<file path="src/rtl/mastermind_pkg.sv">
// Shared Mastermind constants, mode encodings and the turn-history entry layout.
package mastermind_pkg;

  localparam int unsigned NUM_PEGS_DEF  = 4;
  localparam int unsigned COLOR_W_DEF   = 3;
  localparam int unsigned MAX_TURNS_DEF = 8;
  localparam int unsigned FB_W_DEF      = $clog2(NUM_PEGS_DEF + 1);

  localparam logic MODE_GUESS  = 1'b0;
  localparam logic MODE_BROWSE = 1'b1;

  // Entry layout at default sizing; the history store keeps this field order.
  typedef struct packed {
    logic [NUM_PEGS_DEF*COLOR_W_DEF-1:0] guess;
    logic [FB_W_DEF-1:0]                 exact;
    logic [FB_W_DEF-1:0]                 partial;
  } entry_t;

  localparam int unsigned ENTRY_W_DEF = $bits(entry_t);

endpackage

</file>
<file path="src/rtl/guess_history_if.sv">
// Guess-entry side and display side signals of the turn-history buffer.
interface guess_history_if #(
  parameter int unsigned NUM_PEGS  = mastermind_pkg::NUM_PEGS_DEF,
  parameter int unsigned COLOR_W   = mastermind_pkg::COLOR_W_DEF,
  parameter int unsigned MAX_TURNS = mastermind_pkg::MAX_TURNS_DEF
);
  localparam int unsigned IDX_W   = $clog2(MAX_TURNS);
  localparam int unsigned CNT_W   = $clog2(MAX_TURNS + 1);
  localparam int unsigned FB_W    = $clog2(NUM_PEGS + 1);
  localparam int unsigned GUESS_W = NUM_PEGS * COLOR_W;

  logic               mode;
  logic               btn_up;
  logic               btn_down;
  logic               btn_select;
  logic [GUESS_W-1:0] guess;
  logic [FB_W-1:0]    fb_exact;
  logic [FB_W-1:0]    fb_partial;

  logic [GUESS_W-1:0] sel_guess;
  logic [FB_W-1:0]    sel_exact;
  logic [FB_W-1:0]    sel_partial;
  logic [IDX_W-1:0]   sel_turn;
  logic               sel_valid;
  logic [CNT_W-1:0]   turn_count;
  logic               last_turn;
  logic               full;
  logic               game_won;
  logic               store_ack;
  logic               store_rej;

  modport master (
    output mode, btn_up, btn_down, btn_select, guess, fb_exact, fb_partial,
    input  sel_guess, sel_exact, sel_partial, sel_turn, sel_valid, turn_count,
           last_turn, full, game_won, store_ack, store_rej
  );

  modport slave (
    input  mode, btn_up, btn_down, btn_select, guess, fb_exact, fb_partial,
    output sel_guess, sel_exact, sel_partial, sel_turn, sel_valid, turn_count,
           last_turn, full, game_won, store_ack, store_rej
  );

endinterface

</file>
<file path="src/rtl/history_store.sv">
// Register-array turn store: synchronous write, registered read, async clear.
module history_store #(
  parameter int unsigned ENTRY_W = mastermind_pkg::ENTRY_W_DEF,
  parameter int unsigned DEPTH   = mastermind_pkg::MAX_TURNS_DEF
) (
  input  logic                       clk,
  input  logic                       reset,
  input  logic                       we,
  input  logic [$clog2(DEPTH)-1:0]   waddr,
  input  logic [ENTRY_W-1:0]         wdata,
  input  logic                       rd_en,
  input  logic [$clog2(DEPTH)-1:0]   raddr,
  output logic [ENTRY_W-1:0]         rdata
);

  logic [ENTRY_W-1:0] mem [DEPTH];

  always_ff @(posedge clk or posedge reset) begin
    if (reset) begin
      for (int unsigned i = 0; i < DEPTH; i++) mem[i] <= '0;
    end else if (we) begin
      mem[waddr] <= wdata;
    end
  end

  // Read data is forced to zero while the history is empty.
  always_ff @(posedge clk or posedge reset) begin
    if (reset)      rdata <= '0;
    else if (rd_en) rdata <= mem[raddr];
    else            rdata <= '0;
  end

endmodule

</file>
<file path="src/rtl/guess_history.sv">
// Mastermind turn-history buffer: commit counter, selection pointer, game flags.
module guess_history
  import mastermind_pkg::*;
#(
  parameter int unsigned NUM_PEGS  = NUM_PEGS_DEF,
  parameter int unsigned COLOR_W   = COLOR_W_DEF,
  parameter int unsigned MAX_TURNS = MAX_TURNS_DEF
) (
  input logic            clk,
  input logic            reset,
  guess_history_if.slave bus
);

  localparam int unsigned IDX_W   = $clog2(MAX_TURNS);
  localparam int unsigned CNT_W   = $clog2(MAX_TURNS + 1);
  localparam int unsigned FB_W    = $clog2(NUM_PEGS + 1);
  localparam int unsigned GUESS_W = NUM_PEGS * COLOR_W;
  localparam int unsigned ENTRY_W = GUESS_W + 2 * FB_W;

  logic [CNT_W-1:0]   count_q, count_d;
  logic [IDX_W-1:0]   sel_q, sel_d;
  logic               won_q, won_d;
  logic               full_q, full_d;
  logic               last_q, last_d;
  logic               valid_q, valid_d;
  logic               ack_q, ack_d;
  logic               rej_q, rej_d;
  logic               commit, accept, browse;
  logic [ENTRY_W-1:0] rdata;

  // Next-state for counter, selection pointer and flags.
  always_comb begin
    commit  = (bus.mode == MODE_GUESS) && bus.btn_select;
    browse  = (bus.mode == MODE_BROWSE);
    accept  = commit && !full_q && !won_q;
    count_d = accept ? count_q + CNT_W'(1) : count_q;
    won_d   = won_q || (accept && (bus.fb_exact == FB_W'(NUM_PEGS)));
    ack_d   = accept;
    rej_d   = commit && !accept;
    full_d  = (count_d == CNT_W'(MAX_TURNS));
    last_d  = (count_d == CNT_W'(MAX_TURNS - 1));
    valid_d = (count_d != '0);
    sel_d   = sel_q;
    if (!browse) begin
      if (accept)              sel_d = IDX_W'(count_q);
      else if (count_q != '0)  sel_d = IDX_W'(count_q - CNT_W'(1));
      else                     sel_d = '0;
    end else if (bus.btn_up && !bus.btn_down) begin
      if (CNT_W'(sel_q) + CNT_W'(1) < count_q) sel_d = sel_q + IDX_W'(1);
    end else if (bus.btn_down && !bus.btn_up) begin
      if (sel_q != '0) sel_d = sel_q - IDX_W'(1);
    end
  end

  always_ff @(posedge clk or posedge reset) begin
    if (reset) begin
      count_q <= '0;
      sel_q   <= '0;
      won_q   <= 1'b0;
      full_q  <= 1'b0;
      last_q  <= 1'b0;
      valid_q <= 1'b0;
      ack_q   <= 1'b0;
      rej_q   <= 1'b0;
    end else begin
      count_q <= count_d;
      sel_q   <= sel_d;
      won_q   <= won_d;
      full_q  <= full_d;
      last_q  <= last_d;
      valid_q <= valid_d;
      ack_q   <= ack_d;
      rej_q   <= rej_d;
    end
  end

  history_store #(
    .ENTRY_W (ENTRY_W),
    .DEPTH   (MAX_TURNS)
  ) u_store (
    .clk   (clk),
    .reset (reset),
    .we    (accept),
    .waddr (IDX_W'(count_q)),
    .wdata ({bus.guess, bus.fb_exact, bus.fb_partial}),
    .rd_en (count_q != '0),
    .raddr (sel_q),
    .rdata (rdata)
  );

  assign bus.sel_guess   = rdata[ENTRY_W-1:2*FB_W];
  assign bus.sel_exact   = rdata[2*FB_W-1:FB_W];
  assign bus.sel_partial = rdata[FB_W-1:0];
  assign bus.sel_turn    = sel_q;
  assign bus.sel_valid   = valid_q;
  assign bus.turn_count  = count_q;
  assign bus.last_turn   = last_q;
  assign bus.full        = full_q;
  assign bus.game_won    = won_q;
  assign bus.store_ack   = ack_q;
  assign bus.store_rej   = rej_q;

endmodule
</file>
<file path="src/flat_wrapper.sv">
// flat-port wrapper written by rule: the top's interface ports become plain ports
module guess_history_flat import mastermind_pkg::*;
#(
  parameter int unsigned NUM_PEGS  = NUM_PEGS_DEF,
  parameter int unsigned COLOR_W   = COLOR_W_DEF,
  parameter int unsigned MAX_TURNS = MAX_TURNS_DEF
)
  (clk, reset, bus_mode, bus_btn_up, bus_btn_down, bus_btn_select, bus_guess, bus_fb_exact, bus_fb_partial, bus_sel_guess, bus_sel_exact, bus_sel_partial, bus_sel_turn, bus_sel_valid, bus_turn_count, bus_last_turn, bus_full, bus_game_won, bus_store_ack, bus_store_rej);
  guess_history_if #(.NUM_PEGS(NUM_PEGS), .COLOR_W(COLOR_W), .MAX_TURNS(MAX_TURNS)) bus_i ();
  input logic clk;
  input logic reset;
  input wire logic [$bits(bus_i.mode)-1:0] bus_mode;
  input wire logic [$bits(bus_i.btn_up)-1:0] bus_btn_up;
  input wire logic [$bits(bus_i.btn_down)-1:0] bus_btn_down;
  input wire logic [$bits(bus_i.btn_select)-1:0] bus_btn_select;
  input wire logic [$bits(bus_i.guess)-1:0] bus_guess;
  input wire logic [$bits(bus_i.fb_exact)-1:0] bus_fb_exact;
  input wire logic [$bits(bus_i.fb_partial)-1:0] bus_fb_partial;
  output wire logic [$bits(bus_i.sel_guess)-1:0] bus_sel_guess;
  output wire logic [$bits(bus_i.sel_exact)-1:0] bus_sel_exact;
  output wire logic [$bits(bus_i.sel_partial)-1:0] bus_sel_partial;
  output wire logic [$bits(bus_i.sel_turn)-1:0] bus_sel_turn;
  output wire logic [$bits(bus_i.sel_valid)-1:0] bus_sel_valid;
  output wire logic [$bits(bus_i.turn_count)-1:0] bus_turn_count;
  output wire logic [$bits(bus_i.last_turn)-1:0] bus_last_turn;
  output wire logic [$bits(bus_i.full)-1:0] bus_full;
  output wire logic [$bits(bus_i.game_won)-1:0] bus_game_won;
  output wire logic [$bits(bus_i.store_ack)-1:0] bus_store_ack;
  output wire logic [$bits(bus_i.store_rej)-1:0] bus_store_rej;
  assign bus_i.mode = bus_mode;
  assign bus_i.btn_up = bus_btn_up;
  assign bus_i.btn_down = bus_btn_down;
  assign bus_i.btn_select = bus_btn_select;
  assign bus_i.guess = bus_guess;
  assign bus_i.fb_exact = bus_fb_exact;
  assign bus_i.fb_partial = bus_fb_partial;
  assign bus_sel_guess = bus_i.sel_guess;
  assign bus_sel_exact = bus_i.sel_exact;
  assign bus_sel_partial = bus_i.sel_partial;
  assign bus_sel_turn = bus_i.sel_turn;
  assign bus_sel_valid = bus_i.sel_valid;
  assign bus_turn_count = bus_i.turn_count;
  assign bus_last_turn = bus_i.last_turn;
  assign bus_full = bus_i.full;
  assign bus_game_won = bus_i.game_won;
  assign bus_store_ack = bus_i.store_ack;
  assign bus_store_rej = bus_i.store_rej;
  guess_history #(.NUM_PEGS(NUM_PEGS), .COLOR_W(COLOR_W), .MAX_TURNS(MAX_TURNS)) u_core (.clk(clk), .reset(reset), .bus(bus_i));
endmodule
</file>
<file path="config.mk">
export PLATFORM = sky130hd
export DESIGN_NAME = guess_history_flat
export DESIGN_NICKNAME = d
export VERILOG_FILES = /design/src/rtl/mastermind_pkg.sv /design/src/rtl/guess_history_if.sv /design/src/rtl/history_store.sv /design/src/rtl/guess_history.sv /design/src/flat_wrapper.sv
export SDC_FILE = /design/constraint.sdc
export NUM_CORES = 1
export LEC_CHECK = 0
export BUFFER_PORTS_ARGS = -buffer_cell sky130_fd_sc_hd__buf_2
export CORE_UTILIZATION = 39
export CTS_CLUSTER_SIZE = 30
export DETAILED_ROUTE_END_ITERATION = 8
export SYNTH_ARGS = -nofsm -noshare
export SYNTH_HDL_FRONTEND = slang
export SYNTH_SLANG_ARGS = --single-unit
</file>
<file path="constraint.sdc">
create_clock -name clk -period 10.3 [get_ports clk]
set_input_delay 0.515 -clock clk [delete_from_list [all_inputs] [get_ports clk]]
set_output_delay 0.515 -clock clk [all_outputs]
set_load 0.05 [all_outputs]
</file>
==> results.yml <==
routing:
  routedWlPerCell_um: 19.2
  first_pass_iters: 4
  drc: 0
  antenna_left: 0
  drt-total-wl_mm: 15.8
  vias: 4323
  drt_iter0_markers: 231
  routed_via_density: 5.24
floorplanning:
  die_area_um2: 20800
  start_util_pct: 40.1
  die_w_um: 144
  fp-row-count: 51
  die_h_um: 144
  core_um2: 19700
  top_level_ports: 55
setup_path:
  crit_required_ps: 10600
  crit_type: "reg -> reg"
  crit_path_frequent_cell: "ha_1"
  path_max_fanout: 23
  cpPeakStageDelay_ps: 940
  endpoint_kind: "flip-flop"
  path_cells: "buf_4, inv_1, ha_1, ha_1, o21a_1, a2111o_1, nand2_1, o2bb2a_1"
  critPathLaunchType: "flip-flop"
  cp.arrival_ps: 3480
  cp_slowest_cell: "dfrtp_1"
grt:
  antenna_found_initial: 0
  overflow: 0
  grt_pass1_vias: 4646
  gr-usage-met3_pct: 3.64
  grt_util_met2_pct: 27.5
  grt_max_degree: 110
  use_met1_pct: 23.0
  grt-busiest-layer: "met2"
  grt_use_total_pct: 17.1
  grt_pass1_wl_mm: 26.1
min_path:
  hold_class: "in -> async"
sta:
  period_share_pct: 30.9
  slew_violations: 0
  worst_pin_slew_ps: 974
  finalHoldViolCount: 0
  setup-tns-final_ps: 0
  slew_headroom_pct: 35.1
  finalCriticalPeriod_ps: 3180
  finClkSkew_ps: 8.10
  hold_slack_ps: 296
  rsz0062_at_grt: "false"
  fmax_ghz: 0.314
  setup_viol: 0
synthesis:
  ys_seq_area_share_pct: 55.5
  synth_area_leaders: "dfrtp_1 (56%), mux2_2 (20%), mux4_2 (10%), mux2i_1 (2.4%), buf_6 (1.3%)"
  synth_seq_cells: 175
  synthArstFlopShare_pct: 100
  yosysMostFrequentCell: "dfrtp_1"
  synth.top_cell.area_share_pct: 55.5
  synth_edf_count: 0
  yosys.cell_types.count: 51
  synth_area_um2: 7890
  synth_nets: 523
  synth_warnings: 0
  yosys.area.top_type: "dfrtp_1"
  avgSynthCellArea_um2: 16.1
  yosys-top-cells-count: "dfrtp_1 (175), mux2_2 (142), mux4_2 (36), nor2_1 (21), mux2i_1 (19)"
  ys.flop_type: "dfrtp_1"
  synth_cells: 491
placed_design:
  gp_congestion: 0.761
  dp_hpwl_mm: 9.49
  dpl.cell_count: 793
  portBuffers: 54
clock_network:
  cts.reportedPaths.clkPinSlew_ps: 60
  cts_sinks: 175
  clock-root-buffer: "clkbuf_16"
  clk_path_buf_depth: 2
  cts_made_buffers: 17
  ctsHoldBuffers: 0
  postCtsSetupRepairBufs: 0
  cts_tree: "done"
  cts-resized-gates: 0
  clk_latency_ps: 420
  h-tree-depth: 4
power_and_ir_drop:
  leakage_nw: 4.15
  power.net_switching_mw: 1.01
  ir_worst_vdd_v: 0.000130
  p_comb_share_pct: 36.3
  p_seq_share_pct: 41.8
  power_mw: 2.93
  power_density_nw_per_um2: 326
  power_frac_clock_pct: 21.9
  switching_share_pct: 34.3
  p_int_mw: 1.92
final_layout:
  diodes: 0
  drive_above_1_share_pct: 51.8
  area_growth_pct: 14.0
  nNetsFinal: 579
  stdcell_count: 825
  fillers: 1795
status:
  status: "completed"
flow_run:
  max-cap-violations: 0
[power by group through the flow]
| stage | combinational [mW] | clock (mW) | sequential, mW |
|---|---|---|---|
| after detailed placement | 1.08 | 0 | 1.24 |
| after global placement | 1.05 | 0 | 1.22 |
| after floorplan | 0.780 | 0 | 1.28 |
| final | 1.06 | 0.643 | 1.22 |
| after CTS | 1.08 | 0.662 | 1.23 |
| after global routing | 1.15 | 0.694 | 1.27 |
[routing by layer]
layer,up-vias,routed length [um],share of wire (%)
li1,1942,-,-
met1,2285,7430,47
met2,80,7660,48
met3,16,525,3.3
met4,0,196,1.2
met5,-,0,0
[placed cells by master (no fill, tap or decap), types with 2 or more instances in the layout]
master and instances:
nor4_1 2, xnor2_1 4, inv_6 3, inv_1 8, buf_4 9, clkinv_1 2, nand2_1 5, mux2_4 2
ha_1 7, nand4_4 3, clkbuf_8 3, nand2b_1 2, bufinv_16 2, buf_2 54, clkinvlp_4 3, clkinv_2 3
mux2_2 142, mux2i_1 19, nor2_1 21, clkbuf_16 17, dfrtp_2 2, mux4_2 36, nor3_4 4, o21a_1 2
dfrtp_1 173, clkinv_4 2
[through the flow]
| step | setup WS [ps] | utilization, % | area (um2) |
|---|---|---|---|
| 2_1_floorplan | 5040 | - | 7890 |
| 5_1_grt | 6820 | 45.7 | 8990 |
| 3_5_place_dp | 7060 | 42.7 | 8390 |
| 6_report | 7120 | 45.7 | 8990 |
| 4_1_cts | 7030 | 45.7 | 8990 |
| 3_3_place_gp | 7100 | 42.7 | 8390 |
[state kept, by name, summed over array words and instances (netlist names)]
signal	count
u_core.bus.last_turn	1
u_core.bus.store_ack	1
u_core.u_store.rdata	18
u_core.bus.sel_valid	1
u_core.bus.full	1
u_core.bus.store_rej	1
u_core.bus.sel_turn	3
u_core.bus.turn_count	4
u_core.bus.game_won	1
u_core.u_store.mem	144
[area by class of cell]
class / count / area, um2 / area share [%]
sequential: 175 / 4380 / 48.7
multi-input combinational: 279 / 3290 / 36.6
clock buffer: 20 / 467 / 5.19
timing repair buffer: 63 / 338 / 3.76
tap: 265 / 332 / 3.69
clock inverter: 12 / 133 / 1.48
inverter: 11 / 46.3 / 0.515
[final timing paths]
path,from,endpoint,slack (ps),cells after the start
setup reg to reg,u_core.bus.sel_turn[1],u_core.bus.sel_turn[2],7120,8
min in group clk,bus_btn_select,u_core.bus.store_rej,330,2
max in group asynchronous,reset,u_core.u_store.mem[42],8530,3
hold reg to reg,u_core.u_store.mem[20],u_core.u_store.mem[20],500,1
setup / recovery,u_core.bus.sel_turn[1],u_core.bus.sel_turn[2],7120,8
hold / removal,reset,u_core.u_store.mem[73],300,2
[critical path: cells and delay by family (launching register included)]
family	cells	cell delay [ps]
DFF	1	940
AOI/OAI and AO/OA	3	860
buffers and inverters	2	560
adders and majority gates	2	560
and+or+nand+nor	1	130
[kinds of logic (layout without fill, tap and decap cells)]
| group | Yosys count | after routing | share of synthesized area, % |
|---|---|---|---|
| mux | 199 | 199 | 33.4 |
| flops | 175 | 175 | 55.5 |
| simple gates | 51 | 51 | 4.79 |
| buf+inv | 37 | 106 | 2.75 |
| compound gates | 16 | 16 | 1.65 |
| fa+ha+maj | 8 | 8 | 1.36 |
| xor+xnor | 5 | 5 | 0.555 |
Note: power is estimated with default switching activity, not from simulation.
